File: config.mk
export PLATFORM = sky130hd
export DESIGN_NAME = fp_norm_round_stage
export DESIGN_NICKNAME = d
export VERILOG_FILES = /design/src/rtl/fp_norm_round_stage.sv
export SDC_FILE = /design/constraint.sdc
export NUM_CORES = 1
export LEC_CHECK = 0
export BUFFER_PORTS_ARGS = -buffer_cell sky130_fd_sc_hd__buf_2
export CAP_MARGIN = 15
export CORE_MARGIN = 2
export CORE_UTILIZATION = 58
export DETAILED_ROUTE_END_ITERATION = 16
export PLACE_DENSITY = 0.87
export SYNTH_ARGS = -nofsm -noshare
export SYNTH_HDL_FRONTEND = slang
export SYNTH_SLANG_ARGS = --single-unit
File: constraint.sdc
create_clock -name Clk -period 9.14 [get_ports Clk]
set_input_delay 1.828 -clock Clk [delete_from_list [all_inputs] [get_ports Clk]]
set_output_delay 1.828 -clock Clk [all_outputs]
set_load 0.01 [all_outputs]
File: src/rtl/fp_norm_round_stage.sv
// Add/sub FP datapath stage 4: normalize, round and pack an IEEE-754 single in two register stages.
// Optional directed rounding modes are enabled by defining FP_ROUND_MODE_EN.
module fp_norm_round_stage #(
  parameter int DataSize     = 32,
  parameter int FractionSize = 23,
  parameter int MantissaSize = FractionSize + 1,
  parameter int RoundingSize = MantissaSize + 3,
  parameter int ExponentSize = 8,
  parameter int ExpBias      = 127
) (
  input  logic                    Clk,
  input  logic                    Reset_n,
  input  logic                    InValid,
  output logic                    InReady,
  input  logic [RoundingSize-1:0] AdderResult,
  input  logic                    EffCarry,
  input  logic [4:0]              NormShifts,
  input  logic [ExponentSize-1:0] ResultExponent,
  input  logic                    ResultSign,
`ifdef FP_ROUND_MODE_EN
  input  logic [1:0]              RoundMode,
`endif
  output logic                    OutValid,
  input  logic                    OutReady,
  output logic [DataSize-1:0]     Result,
  output logic                    Overflow,
  output logic                    Underflow,
  output logic                    Inexact
);

  localparam int ExpIntSize = ExponentSize + 2;
  localparam int ExpInf     = 2 * ExpBias + 1;
  localparam int MaxNormExp = 2 * ExpBias;

  logic s1_valid_q;
  logic s2_valid_q;
  logic s2_adv;
  logic s1_load;
  logic in_fire;

  assign s2_adv  = ~s2_valid_q | OutReady;
  assign s1_load = ~s1_valid_q | s2_adv;
  assign in_fire = InValid & s1_load;
  assign InReady = s1_load;

  // ---------------- S1: normalize ----------------
  logic [RoundingSize-1:0] norm_mant;
  logic [ExpIntSize-1:0]   norm_exp;
  logic                    norm_zero;
  logic                    norm_uflow;

  always_comb begin
    norm_mant = AdderResult << NormShifts;
    norm_exp  = ExpIntSize'(ResultExponent) - ExpIntSize'(NormShifts);
    if (EffCarry) begin
      norm_mant = {1'b1, AdderResult[RoundingSize-1:2], AdderResult[1] | AdderResult[0]};
      norm_exp  = ExpIntSize'(ResultExponent) + ExpIntSize'(1);
    end
  end

  assign norm_zero  = ~EffCarry & (AdderResult == '0);
  // Exponent is two's complement here; zero or negative means the result is below the normal range.
  assign norm_uflow = ~norm_zero & (norm_exp[ExpIntSize-1] | (norm_exp == '0));

  logic                    s1_sign_q;
  logic                    s1_zero_q;
  logic                    s1_uflow_q;
  logic [ExpIntSize-1:0]   s1_exp_q;
  logic [RoundingSize-1:0] s1_mant_q;
  logic [1:0]              rmode;

  always_ff @(posedge Clk or negedge Reset_n) begin
    if (!Reset_n) begin
      s1_valid_q <= 1'b0;
      s1_sign_q  <= 1'b0;
      s1_zero_q  <= 1'b0;
      s1_uflow_q <= 1'b0;
      s1_exp_q   <= '0;
      s1_mant_q  <= '0;
    end else begin
      if (s1_load) begin
        s1_valid_q <= InValid;
      end
      if (in_fire) begin
        s1_sign_q  <= ResultSign;
        s1_zero_q  <= norm_zero;
        s1_uflow_q <= norm_uflow;
        s1_exp_q   <= norm_exp;
        s1_mant_q  <= norm_mant;
      end
    end
  end

`ifdef FP_ROUND_MODE_EN
  logic [1:0] s1_mode_q;

  always_ff @(posedge Clk or negedge Reset_n) begin
    if (!Reset_n) begin
      s1_mode_q <= 2'b00;
    end else if (in_fire) begin
      s1_mode_q <= RoundMode;
    end
  end

  assign rmode = s1_mode_q;
`else
  assign rmode = 2'b00;
`endif

  // ---------------- S2: round and pack ----------------
  logic                    rnd_lsb;
  logic                    rnd_g;
  logic                    rnd_r;
  logic                    rnd_s;
  logic                    rnd_grs;
  logic                    rnd_inc;
  logic                    rnd_carry;
  logic [FractionSize-1:0] rnd_frac;
  logic [ExpIntSize-1:0]   rnd_exp;
  logic                    sat_max;

  assign rnd_lsb = s1_mant_q[3];
  assign rnd_g   = s1_mant_q[2];
  assign rnd_r   = s1_mant_q[1];
  assign rnd_s   = s1_mant_q[0];
  assign rnd_grs = rnd_g | rnd_r | rnd_s;

  always_comb begin
    rnd_inc = 1'b0;
    case (rmode)
      2'b00:   rnd_inc = rnd_g & (rnd_r | rnd_s | rnd_lsb);
      2'b01:   rnd_inc = 1'b0;
      2'b10:   rnd_inc = ~s1_sign_q & rnd_grs;
      default: rnd_inc = s1_sign_q & rnd_grs;
    endcase
  end

  // An all-ones mantissa that increments wraps the fraction to zero and bumps the exponent.
  assign rnd_carry = rnd_inc & (&s1_mant_q[RoundingSize-1:3]);
  assign rnd_frac  = s1_mant_q[RoundingSize-2:3] + FractionSize'(rnd_inc);
  assign rnd_exp   = s1_exp_q + ExpIntSize'(rnd_carry);
  assign sat_max   = (rmode == 2'b01) | ((rmode == 2'b10) & s1_sign_q) |
                     ((rmode == 2'b11) & ~s1_sign_q);

  logic [DataSize-1:0] result_d;
  logic                ovf_d;
  logic                unf_d;
  logic                inx_d;

  always_comb begin
    result_d = '0;
    ovf_d    = 1'b0;
    unf_d    = 1'b0;
    inx_d    = 1'b0;
    if (s1_zero_q) begin
      result_d = '0;
    end else if (s1_uflow_q) begin
      result_d = {s1_sign_q, {(DataSize-1){1'b0}}};
      unf_d    = 1'b1;
      inx_d    = 1'b1;
    end else if (~rnd_exp[ExpIntSize-1] & (rnd_exp >= ExpIntSize'(ExpInf))) begin
      ovf_d = 1'b1;
      inx_d = 1'b1;
      if (sat_max) begin
        result_d = {s1_sign_q, ExponentSize'(MaxNormExp), {FractionSize{1'b1}}};
      end else begin
        result_d = {s1_sign_q, {ExponentSize{1'b1}}, {FractionSize{1'b0}}};
      end
    end else begin
      result_d = {s1_sign_q, rnd_exp[ExponentSize-1:0], rnd_frac};
      inx_d    = rnd_grs;
    end
  end

  logic [DataSize-1:0] result_q;
  logic                ovf_q;
  logic                unf_q;
  logic                inx_q;

  always_ff @(posedge Clk or negedge Reset_n) begin
    if (!Reset_n) begin
      s2_valid_q <= 1'b0;
      result_q   <= '0;
      ovf_q      <= 1'b0;
      unf_q      <= 1'b0;
      inx_q      <= 1'b0;
    end else if (s2_adv) begin
      s2_valid_q <= s1_valid_q;
      if (s1_valid_q) begin
        result_q <= result_d;
        ovf_q    <= ovf_d;
        unf_q    <= unf_d;
        inx_q    <= inx_d;
      end
    end
  end

  assign OutValid  = s2_valid_q;
  assign Result    = result_q;
  assign Overflow  = ovf_q;
  assign Underflow = unf_q;
  assign Inexact   = inx_q;

endmodule

Yosys cells after proc, flatten, opt, wreduce, memory -nomap -nowiden
Index checks and enable logic that the tools add are counted.
{"block": "totals", "regBits": 77, "inputBits": 46, "output_inout_bits": 37}
{"block": "op_classes", "n_mux": 13, "n_reduce_logical": 4, "magnitude_cmp": 1, "n_bitwise": 19, "shift": 1, "addsub": 4}
{"op": "$mux 31", "n": 2}
{"op": "$mux 32", "n": 1}
{"op": "$logic_not 27->1", "n": 1}
{"op": "$mux 27", "n": 1}
{"op": "$shl 27x5->27", "n": 1}
{"op": "$reduce_and 24->1", "n": 1}
{"op": "$add 23x1->23", "n": 1}
{"op": "$add 10x1->10", "n": 1}
{"op": "$ge 10x8->1 const B", "n": 1}
{"op": "$logic_not 10->1", "n": 1}
{"op": "$mux 10", "n": 1}
{"op": "$add 8x1->9 const B", "n": 1}
{"op": "$sub 8x5->9", "n": 1}
{"op": "$mux 1", "n": 8}
{"op": "$or 1x1->1", "n": 8}
{"op": "$and 1x1->1", "n": 6}
{"op": "$not 1->1", "n": 5}
{"op": "$reduce_and 2->1", "n": 1}

Depth between registers and ports, before layout
{"block": "depth", "ltp_word": 10, "mapped_depth": 14, "depth_no_buf": 12}

Least setup slack after synthesis
No wires, ideal clock.
{"block": "synth_timing", "path_kind": "in2reg", "start": "input NormShifts[1]", "end": "register s1_uflow_q", "path_stages": 11, "path_buffers": 3, "path_slack_ps": 5233, "t_required_ps": 9057, "arrival_time_ps": 3825, "cell_sequence": "buf_4 inv_1 buf_2 buf_2 fa_1 a211oi_1 o21ba_2 o31ai_1 nor4b_1 nand4_1 o21ai_0"}
{"block": "synth_between", "elab_chain_cells": 5}
{"element": "from (decl)", "line": "17", "rtl": "input logic [4:0] NormShifts,"}
{"element": "$sub 8x5->9 (*)", "line": "54", "rtl": "norm_exp = ExpIntSize'(ResultExponent) - ExpIntSize'(NormShifts);"}
{"element": "$mux 10 (*)", "line": "55", "rtl": "if (EffCarry) begin"}
{"element": "$logic_not 10->1", "line": "63", "rtl": "assign norm_uflow = ~norm_zero & (norm_exp[ExpIntSize-1] | (norm_exp == '0));"}
{"element": "$or 1x1->1 (*)", "line": "63"}
{"element": "$and 1x1->1 (*)", "line": "63"}
{"element": "to (signal assigned)", "line": "87", "rtl": "s1_uflow_q <= norm_uflow;"}
{"element": "to (decl)", "line": "67", "rtl": "logic s1_uflow_q;"}
Mark *: on every way between the ends. The rest lies on a longest branch, timed or not.
A chain may end at the register's enable or synchronous reset.

Worst setup path after layout
{"block": "layout_timing", "start": "input NormShifts[0]", "end": "register s1_uflow_q"}
The elaborated chain is that of the path after synthesis.

==> run summary <==
Status - finished clean
CTS tree - built
Clk pwr share - 0.274
Synthesized flop and latch total - 77
Share of power burned in registers - 0.447
First drt pass iteration count - 8
Fin nets - 717
CP max stage delay - 0.68 ns
Mapped Nets - 660
Clock Skews - 0.0114 ns
R2R Setup Slk - 5.33 ns
Met3 WL - 951 um
Required time of the critical path - 9.40 ns
Remaining DRCs - 0
Ant diodes - 0
Total track usage - 0.284
WL met2 - 6270 um
Power per cell area - 165 nW/um^2
Worst path bufs/invs - 2
Slew @ Worst Pin - 0.917 ns
Worst setup SP type - primary input
Reg2Reg Capture Point - Result[15]
Sequential fraction of the synthesis area - 0.349
Relative slew slack - 0.389
Vias after detailed routing - 4898
Top sig layer - met4
CP max FO - 34
Cell Chain, Critical Path - buf_2 > ha_1 > inv_1 > fa_1 > a211oi_1 > nor3b_1 > nor3_1 > nor3b_1 > a21oi_1 > o21ai_0
Internal power - 679 uW
Tmin final - 4.24 ns
Hold Path Origin - Result[29]
Final setup vio count - 0
Post CTS Setup Buffer Count - 0
Drt via density - 6.17
Cell Area, Synth - 5520 sq um
RSZ-0062 raised after global routing - false
Place WS - 4.57 ns
Hold Violations, Final - 0
Detailed placement HPWL - 10600 um
WL met1 - 6320 um
Post-synth EDFFs - 0
Mean area per synthesized cell - 9.14 sq um
Routability-driven placement congestion ratio - 0.940
Die area - 10300 sq um
Ys Warns - 0
Sw frac - 0.324
CTS Hold Bufs - 0
RR Startpoint - s1_mant_q[7]
Die height - 102 um
TritonCTS Buffers - 9
Setup slack after layout - 4.90 ns
Initial antenna violation count - 0
Worst min path class - register to register
Clock Pin Slew Worst Setup and Hold Paths - 0.08 ns
First-pass GRT wire length - 23100 um
Worst Hold End - Result[29]
Gr ovfl total - 0
Smallest hold slack - 0.478 ns
Cell Rows - 35
Initial DRC Count - 270
R2R cell count - 12
Fin area - 6080 sq um
Most frequent CP cell - nor3b_1
Distinct cells, synth - 68
Post-synth top flop - dfrtp_1
LEAKAGE - 0.00266 uW
Vias in the first global route - 4583
CP arrival - 4.51 ns
Asr flop ratio synth - 1.00
Worst-skew pair later-pin latency - 0.34 ns
Core area - 9240 sq um
# H-tree levels - 3
Avg WL per Cell - 17.5 um
Cell count after synthesis - 604
Maximum vdd drop - 0.0675 mV
Largest net degree at the start of global routing - 80
Number of port buffers - 82
Worst Hold Depth - 1
Net load switching power - 326 uW
Max-cap violations - 0
Drt total wl - 13900 um
Layout cells sized above 1 - 0.209
Post-DRT Antenna Nets - 0
Largest delay share family, worst path - buffers and inverters
Achievable frequency - 236 MHz
Clock sink count - 77
I/O Pins - 83
Crit end category - register
Clk root buf - clkbuf_8
Final setup TNS - 0 ns
Combinational share of power - 0.279
Cells resized by post-CTS repair - 0
Deepest clock path buffer count - 2
Initial Util - 0.597
Critical path type - primary input to register
Final Max Tran Viols - 0
Critical Path Slowest Stage Cell - buf_2
Crit share post-route - 0.464
Syn-to-layout area delta - 10.2%
Die width - 102 um
Placed cell area - 5870 sq um
==> logic make-up after synthesis <==
logic type | count (synthesis) | share of synthesized area
compound gates | 155 | 0.177
xor+xnor | 34 | 0.0540
fa+ha+maj | 10 | 0.0240
buf+inv | 48 | 0.0515
flops | 77 | 0.349
mux | 66 | 0.164
simple gates | 214 | 0.180
==> cell usage after synthesis, types with 14 or more instances <==
library cell    n  area, sq um
dfrtp_1        77         1930
clkbuf_1       18         67.6
mux2i_1        37          370
o21ai_1        18         90.1
a21oi_1        22          110
mux4_2         16          360
nor2_1         30          113
xor2_1         18          158
nand3_1        14         70.1
o21ai_0        54          270
xnor2_1        16          140
nand2_1       100          375
==> final cells by class <==
type | instances | area, sq um
inverter | 8 | 30.0
tap | 129 | 161
fill | 776 | 3160
sequential | 77 | 1930
timing repair buffer | 86 | 440
clock inverter | 4 | 72.6
clock buffer | 11 | 141
multi-input combinational | 479 | 3310
==> metal layers <==
| layer | vias up | track usage |
|---|---|---|
| met1 | 2310 | 0.416 |
| met5 | - | 0 |
| li1 | 2338 | - |
| met2 | 221 | 0.430 |
| met3 | 29 | 0.0324 |
| met4 | 0 | 0.120 |
==> worst register-to-register path, cell delays in order (launching register included) <==
cell,delay [ns]
dfrtp_1,0.42
nand3_1,0.14
nor3_1,0.36
nand2b_1,0.27
nor3_1,0.29
ha_1,0.26
ha_1,0.28
nand4_1,0.22
or3_1,0.36
o311ai_0,0.14
o211ai_2,0.24
nand2_1,0.49
o21ai_0,0.20
==> flip-flops by register name, summed over array words and instances (netlist names) <==
register and count:
s1_mant_q 27, s1_sign_q 1, Inexact 1, OutValid 1, s1_zero_q 1, Underflow 1
Result 32, s1_exp_q 10, s1_uflow_q 1, s1_valid_q 1, Overflow 1
==> worst max-delay path by stage <==
stage,start,slack (ns),end,depth (start not counted)
detailed placement,NormShifts[0],4.57,s1_uflow_q,10
CTS,NormShifts[0],4.94,s1_uflow_q,10
global route,NormShifts[0],4.60,s1_uflow_q,10
global placement,NormShifts[0],4.72,s1_uflow_q,10
floorplan,NormShifts[1],5.23,s1_uflow_q,11
finish,NormShifts[0],4.90,s1_uflow_q,10
==> layout by cell type (no fill, tap or decap), types with 5 or more instances in the layout <==
master    instances
a21oi_1          22
clkbuf_8         10
ha_1              9
a21o_1            7
nand2b_1          7
and3_1            8
nand4_1          12
xor2_1           18
mux2i_1          37
a31oi_1           5
buf_2            82
mux2_2           11
inv_1             7
nor3_1           12
o21ai_0          54
a211oi_1          5
a22oi_1           6
nand2_1          99
xnor2_1          16
dfrtp_1          77
nor2_1           30
nor4_1            9
mux4_2           16
nand3_1          14
o21ai_1          18
==> power by group through the flow <==
stage                     Clock, uW  Combinational, uW  Sequential [uW]
after floorplan                   0                172              460
after global placement            0                271              450
after detailed placement          0                279              455
after CTS                       280                280              449
after global routing            296                312              458
final                           275                281              449
==> per-stage QoR <==
stage / std cells / util / power (uW)
floorplan: 604 / - / 632
global placement: 779 / 0.635 / 722
detailed placement: 779 / 0.635 / 735
CTS: 794 / 0.658 / 1010
global route: 794 / 0.658 / 1070
finish: 794 / 0.658 / 1000
Power figures use the tool's default switching activity.
